## src/rtl/cdb_arbiter.sv

```systemverilog
// rtl/cdb_arbiter.sv - writeback collector: per-source skid FIFOs, round-robin grant, registered CDB broadcast
module cdb_arbiter #(
  parameter int XLEN       = 32,
  parameter int PREG_W     = 7,
  parameter int ROB_TAG_W  = 5,
  parameter int FIFO_DEPTH = 2
) (
  input  logic                 clk,
  input  logic                 rst,
  input  logic                 flush_i,
  input  logic                 alu_wb_valid_i,
  input  logic                 lsu_wb_valid_i,
  input  logic                 bru_wb_valid_i,
  output logic                 alu_wb_ready_o,
  output logic                 lsu_wb_ready_o,
  output logic                 bru_wb_ready_o,
  input  logic [PREG_W-1:0]    alu_wb_tag_i,
  input  logic [PREG_W-1:0]    lsu_wb_tag_i,
  input  logic [PREG_W-1:0]    bru_wb_tag_i,
  input  logic [XLEN-1:0]      alu_wb_data_i,
  input  logic [XLEN-1:0]      lsu_wb_data_i,
  input  logic [XLEN-1:0]      bru_wb_data_i,
  input  logic [ROB_TAG_W-1:0] alu_wb_rob_tag_i,
  input  logic [ROB_TAG_W-1:0] lsu_wb_rob_tag_i,
  input  logic [ROB_TAG_W-1:0] bru_wb_rob_tag_i,
  input  logic                 alu_wb_rd_used_i,
  input  logic                 lsu_wb_rd_used_i,
  input  logic                 bru_wb_rd_used_i,
  output logic                 cdb_valid_o,
  output logic [PREG_W-1:0]    cdb_tag_o,
  output logic [XLEN-1:0]      cdb_data_o,
  output logic [ROB_TAG_W-1:0] cdb_rob_tag_o,
  output logic                 cdb_rd_used_o,
  output logic [1:0]           cdb_src_o
);

  localparam int AW = $clog2(FIFO_DEPTH);
  localparam int CW = AW + 1;
  localparam int EW = PREG_W + XLEN + ROB_TAG_W + 1;

  typedef logic [EW-1:0] entry_t;

  logic [2:0] in_valid;
  logic [2:0] ready;
  logic [2:0] push;
  logic [2:0] pop;
  logic [2:0] nonempty;
  entry_t     in_entry [3];
  entry_t     head     [3];

  logic       grant_valid;
  logic [1:0] grant_src;
  logic [1:0] cand;
  logic [1:0] rr;

  assign in_valid    = {bru_wb_valid_i, lsu_wb_valid_i, alu_wb_valid_i};
  assign in_entry[0] = {alu_wb_tag_i, alu_wb_data_i, alu_wb_rob_tag_i, alu_wb_rd_used_i};
  assign in_entry[1] = {lsu_wb_tag_i, lsu_wb_data_i, lsu_wb_rob_tag_i, lsu_wb_rd_used_i};
  assign in_entry[2] = {bru_wb_tag_i, bru_wb_data_i, bru_wb_rob_tag_i, bru_wb_rd_used_i};

  assign alu_wb_ready_o = ready[0];
  assign lsu_wb_ready_o = ready[1];
  assign bru_wb_ready_o = ready[2];

  for (genvar g = 0; g < 3; g++) begin : g_src
    entry_t        mem [FIFO_DEPTH];
    logic [AW-1:0] wptr;
    logic [AW-1:0] rptr;
    logic [CW-1:0] count;

    // Ready looks only at the registered count, so a full FIFO stays closed even while popping.
    assign ready[g]    = count < CW'(FIFO_DEPTH);
    assign nonempty[g] = count != '0;
    assign push[g]     = in_valid[g] && ready[g] && !flush_i;
    assign pop[g]      = grant_valid && (grant_src == 2'(g)) && !flush_i;
    assign head[g]     = mem[rptr];

    always_ff @(posedge clk or posedge rst) begin
      if (rst) begin
        wptr  <= '0;
        rptr  <= '0;
        count <= '0;
      end else if (flush_i) begin
        wptr  <= '0;
        rptr  <= '0;
        count <= '0;
      end else begin
        if (push[g]) wptr <= wptr + AW'(1);
        if (pop[g])  rptr <= rptr + AW'(1);
        case ({push[g], pop[g]})
          2'b10:   count <= count + CW'(1);
          2'b01:   count <= count - CW'(1);
          default: count <= count;
        endcase
      end
    end

    always_ff @(posedge clk) begin
      if (push[g]) mem[wptr] <= in_entry[g];
    end
  end

  // Scan ALU->LSU->BRU starting at the round-robin pointer.
  always_comb begin
    grant_valid = 1'b0;
    grant_src   = rr;
    cand        = rr;
    for (int k = 0; k < 3; k++) begin
      if (!grant_valid && nonempty[cand]) begin
        grant_valid = 1'b1;
        grant_src   = cand;
      end
      cand = (cand == 2'd2) ? 2'd0 : cand + 2'd1;
    end
  end

  always_ff @(posedge clk or posedge rst) begin
    if (rst) begin
      rr            <= 2'd0;
      cdb_valid_o   <= 1'b0;
      cdb_tag_o     <= '0;
      cdb_data_o    <= '0;
      cdb_rob_tag_o <= '0;
      cdb_rd_used_o <= 1'b0;
      cdb_src_o     <= 2'd0;
    end else if (flush_i) begin
      cdb_valid_o <= 1'b0;
    end else begin
      cdb_valid_o <= grant_valid;
      if (grant_valid) begin
        rr <= (grant_src == 2'd2) ? 2'd0 : grant_src + 2'd1;
        {cdb_tag_o, cdb_data_o, cdb_rob_tag_o, cdb_rd_used_o} <= head[grant_src];
        cdb_src_o <= grant_src;
      end
    end
  end

endmodule

```

## config.mk

```make
export PLATFORM = sky130hd
export DESIGN_NAME = cdb_arbiter
export DESIGN_NICKNAME = d
export VERILOG_FILES = /design/src/rtl/cdb_arbiter.sv
export SDC_FILE = /design/constraint.sdc
export NUM_CORES = 1
export LEC_CHECK = 0
export CELL_PAD_IN_SITES_DETAIL_PLACEMENT = 1
export CELL_PAD_IN_SITES_GLOBAL_PLACEMENT = 1
export CORE_MARGIN = 10
export CORE_UTILIZATION = 41
export DETAILED_ROUTE_END_ITERATION = 7
export HOLD_SLACK_MARGIN = 0.08
export PLACE_DENSITY_LB_ADDON = 0.05
export SLEW_MARGIN = 20
export SYNTH_ARGS = -nofsm -noshare
export SYNTH_HDL_FRONTEND = slang
export SYNTH_SLANG_ARGS = --single-unit
```

## constraint.sdc

```tcl
create_clock -name clk -period 4.7 [get_ports clk]
set_clock_uncertainty 0.05 [all_clocks]
set_input_delay 0.47 -clock clk [delete_from_list [all_inputs] [get_ports clk]]
set_output_delay 0.47 -clock clk [all_outputs]
set_load 0.02 [all_outputs]
```

==> PnR_summary.wiki <==
{| class="wikitable"
! Metric !! Value
|-
| Clock net sink count || 332
|-
| Total number of H-tree levels || 2
|-
| Cell Pwr Density || 593 nW/um2
|-
| Sequential share of power || 0.414
|-
| Crit-path max FO || 16
|-
| Async set or reset register ratio after synthesis || 0.187
|-
| Cell taking the most area after synthesis || sky130_fd_sc_hd__edfxtp_1
|-
| Pre-antenna DRT Iters || 5
|-
| Core area || just over 30000 um2
|-
| Share of power burned in the clock network || 0.312
|-
| Count of port buffers added during placement || 191
|-
| Diode count || 0
|-
| Critical path start-end classification || register to register
|-
| Final critical-path share of the clock period || 0.571
|-
| Syn_nets || ~860
|-
| Number of buffers added to fix hold violations after cts || 0
|-
| Power dissipated by switching net loads || 3010 uW
|-
| Final standard cell area without fillers || 16500 um2
|-
| Peak Freq || between 300 and 400 MHz
|-
| Gate Count Post-Synth || roughly 720
|-
| Number of antenna violations at the first check in global routing || 0
|-
| Slack of the worst reg-to-reg path || a little over 2 ns
|-
| Boundary Pins || roughly 190
|-
| Row cnt || 64
|-
| Number of different library cells in the post-synthesis netlist || 48
|-
| Synthesis-to-layout area growth || 28.9%
|-
| Switching power share of the total || 0.308
|-
| Outcome || complete, no violations
|-
| Arrival time of the worst setup path || 3.06 ns
|-
| Max-slew violation count || 0
|-
| Number of cell instances on the worst register-to-register path || 6
|-
| Core Util, Final || 0.537
|-
| Setup-violating endpoint count in the final report || 0
|-
| Number of buffers created by CTS || 37
|-
| Average cell area after synthesis || 17.7 um2
|-
| Deepest clock path buffer count || 3
|-
| Critical path data required time || 5.07 ns
|-
| Worst slew margin relative to its limit || 0.285
|-
| Grt total ovfl || 0
|-
| Post_cts resized || 0
|-
| Number of global-route vias before repair || 8290
|-
| DIE HEIGHT || 197 um
|-
| Die area || 38700 um2
|-
| Worst slack at placement || 1.59 ns
|-
| Unrepaired setup endpoints after global routing || false
|-
| Final routed wirelength across all metal layers || 34.9 mm
|-
| Proportion of synthesized chip area in sequential cells || 0.755
|-
| Fin nets || 1073
|-
| Initial Util || 0.417
|-
| Min cycle time layout || 2.68 ns
|-
| Root Driver || sky130_fd_sc_hd__clkbuf_16
|-
| Hold Slack || 0.270 ns
|-
| Ys flop type || sky130_fd_sc_hd__edfxtp_1
|-
| Overall routing resource usage || 0.177
|-
| Wire length of the first global-routing pass || a little over 50 mm
|-
| Number of remaining DRC errors || 0
|-
| Number of enable flip-flop cells after synthesis || 270
|-
| Class of the tightest hold or removal check || input port to asynchronous set/reset pin
|-
| Netlist Area Pre-Place || 12800 um2
|-
| Share of cells above drive strength 1 || 0.169
|-
| Number of setup buffers added after CTS || 0
|-
| Final WS setup || 2.02 ns
|-
| Actual transition at the worst max-transition pin || approximately 1.1 ns
|-
| Detail-routed via count per cell || 5.37
|-
| Combinational power share || 0.275
|-
| Seq cells post-synth || 332
|-
| Main area contributors after synthesis || sky130_fd_sc_hd__edfxtp_1 63%, sky130_fd_sc_hd__dfrtp_1 12%, sky130_fd_sc_hd__mux2i_1 7.0%, sky130_fd_sc_hd__mux2_2 4.0%, sky130_fd_sc_hd__o221ai_1 1.8%
|-
| Final Wtd Congestion || 0.756
|-
| Max-cap violations || 0
|-
| Critical register-to-register path startpoint || g_src[0].count[0]$_DFFE_PP0P_
|-
| Maximum number of pins on one net before global-route repair || 50
|-
| Area fraction of the dominant cell type after synthesis || 0.634
|-
| Final count of hold timing violations || 0
|-
| Total Neg Setup Slack || 0 ns
|-
| Worst supply voltage drop on vdd || 0.262 mV
|-
| R2r endpoint || cdb_tag_o[2]$_DFFE_PP0P_
|-
| Yosys warns || 0
|-
| DP HPWL || between 20 and 25 mm
|-
| Post-detailed-route wirelength per cell || ~26 um
|-
| Worst setup SP type || register
|-
| Capturing element type of the critical path || register
|-
| Chip width || approximately 200 um
|-
| Clock slew at reported path FFs || 0.06 ns
|-
| Clock tree from TritonCTS || done
|-
| Detail Route Antenna Nets || 0
|-
| Static leakage power || approximately 0.0056 uW
|-
| Routed vias || about 7300
|-
| Total cell area at the placement stage || approximately 15000 um2
|-
| 1st-iter DRT viols || 422
|-
| Cell-internal power || approximately 6800 uW
|-
| Clock insertion delay at the later pin of the skew report || 0.52 ns
|}
[kinds of logic (layout without fill, tap and decap cells)]
family / count (synthesis) / after routing / share of synthesized area
AND/OR/NAND/NOR: 67 / 67 / 0.0258
XOR/XNOR: 10 / 10 / 0.00685
buffers and inverters: 45 / 283 / 0.0192
multiplexers: 135 / 135 / 0.110
AO/OA/AOI/OAI: 134 / 134 / 0.0831
flip-flops: 332 / 332 / 0.755
[state kept, by name (all words and copies together) (netlist names)]
| signal | cells |
|---|---|
| cdb_tag_o | 7 |
| cdb_src_o | 2 |
| cdb_data_o | 32 |
| cdb_rd_used_o | 1 |
| cdb_valid_o | 1 |
| g_src.mem | 270 |
| g_src.rptr | 3 |
| g_src.count | 6 |
| cdb_rob_tag_o | 5 |
| g_src.wptr | 3 |
| rr | 2 |
[metrics by stage]
| step | instances | power, uW |
|---|---|---|
| 6_report | 1357 | 9770 |
| 5_1_grt | 1357 | 10200 |
| 4_1_cts | 1357 | 9890 |
| 3_5_place_dp | 1289 | 6810 |
| 3_3_place_gp | 1289 | 6720 |
| 2_1_floorplan | 723 | 5680 |
[power groups by stage]
stage	combinational, uW	clock, uW	sequential (uW)
floorplan	1600	0	4080
CTS	2730	3110	4050
global route	2900	3240	4090
detailed placement	2710	0	4100
finish	2680	3050	4040
global placement	2630	0	4090
[critical path, cell delays in order (launching register included)]
cell and delay [ns]:
sky130_fd_sc_hd__dfrtp_1 0.46, sky130_fd_sc_hd__nor2_1 0.41, sky130_fd_sc_hd__a21oi_1 0.14, sky130_fd_sc_hd__a211oi_2 0.44, sky130_fd_sc_hd__nand2b_1 0.50, sky130_fd_sc_hd__buf_4 0.39
sky130_fd_sc_hd__o221ai_1 0.20
[cell usage in the layout (no fill, tap or decap), types with 2 or more instances in the layout]
| master | Yosys | routed |
|---|---|---|
| sky130_fd_sc_hd__inv_1 | 5 | 4 |
| sky130_fd_sc_hd__clkbuf_8 | 0 | 4 |
| sky130_fd_sc_hd__clkbuf_1 | 16 | 7 |
| sky130_fd_sc_hd__mux2i_1 | 90 | 90 |
| sky130_fd_sc_hd__a21oi_1 | 22 | 22 |
| sky130_fd_sc_hd__clkinv_2 | 0 | 8 |
| sky130_fd_sc_hd__a21o_1 | 3 | 3 |
| sky130_fd_sc_hd__xor2_1 | 4 | 4 |
| sky130_fd_sc_hd__clkinv_1 | 0 | 4 |
| sky130_fd_sc_hd__dfrtp_1 | 62 | 59 |
| sky130_fd_sc_hd__nand3_1 | 2 | 2 |
| sky130_fd_sc_hd__edfxtp_1 | 270 | 270 |
| sky130_fd_sc_hd__o221ai_1 | 26 | 26 |
| sky130_fd_sc_hd__mux2_2 | 45 | 45 |
| sky130_fd_sc_hd__xnor2_1 | 6 | 6 |
| sky130_fd_sc_hd__dfrtp_2 | 0 | 2 |
| sky130_fd_sc_hd__o22a_1 | 19 | 19 |
| sky130_fd_sc_hd__nor3b_4 | 0 | 3 |
| sky130_fd_sc_hd__nor2_1 | 33 | 33 |
| sky130_fd_sc_hd__nand2b_1 | 5 | 4 |
| sky130_fd_sc_hd__a22oi_1 | 27 | 27 |
| sky130_fd_sc_hd__nor3_2 | 0 | 3 |
| sky130_fd_sc_hd__clkbuf_16 | 0 | 39 |
| sky130_fd_sc_hd__bufinv_16 | 0 | 6 |
| sky130_fd_sc_hd__nand2_1 | 12 | 12 |
| sky130_fd_sc_hd__clkdlybuf4s50_1 | 0 | 191 |
| sky130_fd_sc_hd__o21ai_0 | 2 | 2 |
| sky130_fd_sc_hd__a21oi_2 | 20 | 20 |
| sky130_fd_sc_hd__or3_1 | 2 | 2 |
| sky130_fd_sc_hd__buf_4 | 2 | 18 |
[layout make-up]
class,count,area [um2]
Clock buffer,50,1060
Clock inverter,18,239
Fill cell,2831,14200
Inverter,5,20.0
Multi-Input combinational cell,346,2940
Sequential cell,332,9670
Tap cell,396,495
Timing Repair Buffer,210,2070
[synth_stat cells, types with 2 or more instances]
cell and number:
sky130_fd_sc_hd__a22oi_1 27, sky130_fd_sc_hd__or3_1 2, sky130_fd_sc_hd__a21o_1 3, sky130_fd_sc_hd__a21oi_1 22
sky130_fd_sc_hd__clkbuf_1 16, sky130_fd_sc_hd__mux2_2 45, sky130_fd_sc_hd__nor3b_1 3, sky130_fd_sc_hd__nand2b_1 5
sky130_fd_sc_hd__o221ai_1 26, sky130_fd_sc_hd__o21ai_0 2, sky130_fd_sc_hd__nor3_1 4, sky130_fd_sc_hd__xor2_1 4
sky130_fd_sc_hd__buf_6 5, sky130_fd_sc_hd__buf_4 2, sky130_fd_sc_hd__a21oi_2 20, sky130_fd_sc_hd__nand2_1 12
sky130_fd_sc_hd__dfrtp_1 62, sky130_fd_sc_hd__buf_2 12, sky130_fd_sc_hd__edfxtp_1 270, sky130_fd_sc_hd__buf_1 4
sky130_fd_sc_hd__o22a_1 19, sky130_fd_sc_hd__nor2_1 33, sky130_fd_sc_hd__xnor2_1 6, sky130_fd_sc_hd__mux2i_1 90
sky130_fd_sc_hd__inv_1 5, sky130_fd_sc_hd__nand3_1 2
[per-layer routing]
| layer | vias up | GRT usage | routed length [um] |
|---|---|---|---|
| li1 | 3262 | - | - |
| met1 | 3749 | 0.224 | 14900 |
| met2 | 227 | 0.304 | 17600 |
| met3 | 46 | 0.0360 | 1850 |
| met4 | 0 | 0.0494 | 638 |
| met5 | - | 0 | 0 |
[worst max-delay path by stage]
stage                                  start                            to  slack [ns]
2_1_floorplan  g_src[2].count[1]$_DFFE_PP0P_  g_src[2].mem[0][0]$_DFFE_PP_        0.24
3_3_place_gp                         flush_i      cdb_tag_o[3]$_DFFE_PP0P_        1.71
3_5_place_dp                         flush_i      cdb_tag_o[2]$_DFFE_PP0P_        1.59
4_1_cts        g_src[0].count[0]$_DFFE_PP0P_      cdb_tag_o[2]$_DFFE_PP0P_        1.97
5_1_grt        g_src[0].count[0]$_DFFE_PP0P_      cdb_tag_o[2]$_DFFE_PP0P_        1.80
6_report       g_src[0].count[0]$_DFFE_PP0P_      cdb_tag_o[2]$_DFFE_PP0P_        2.02
Power figures use the tool's default switching activity.
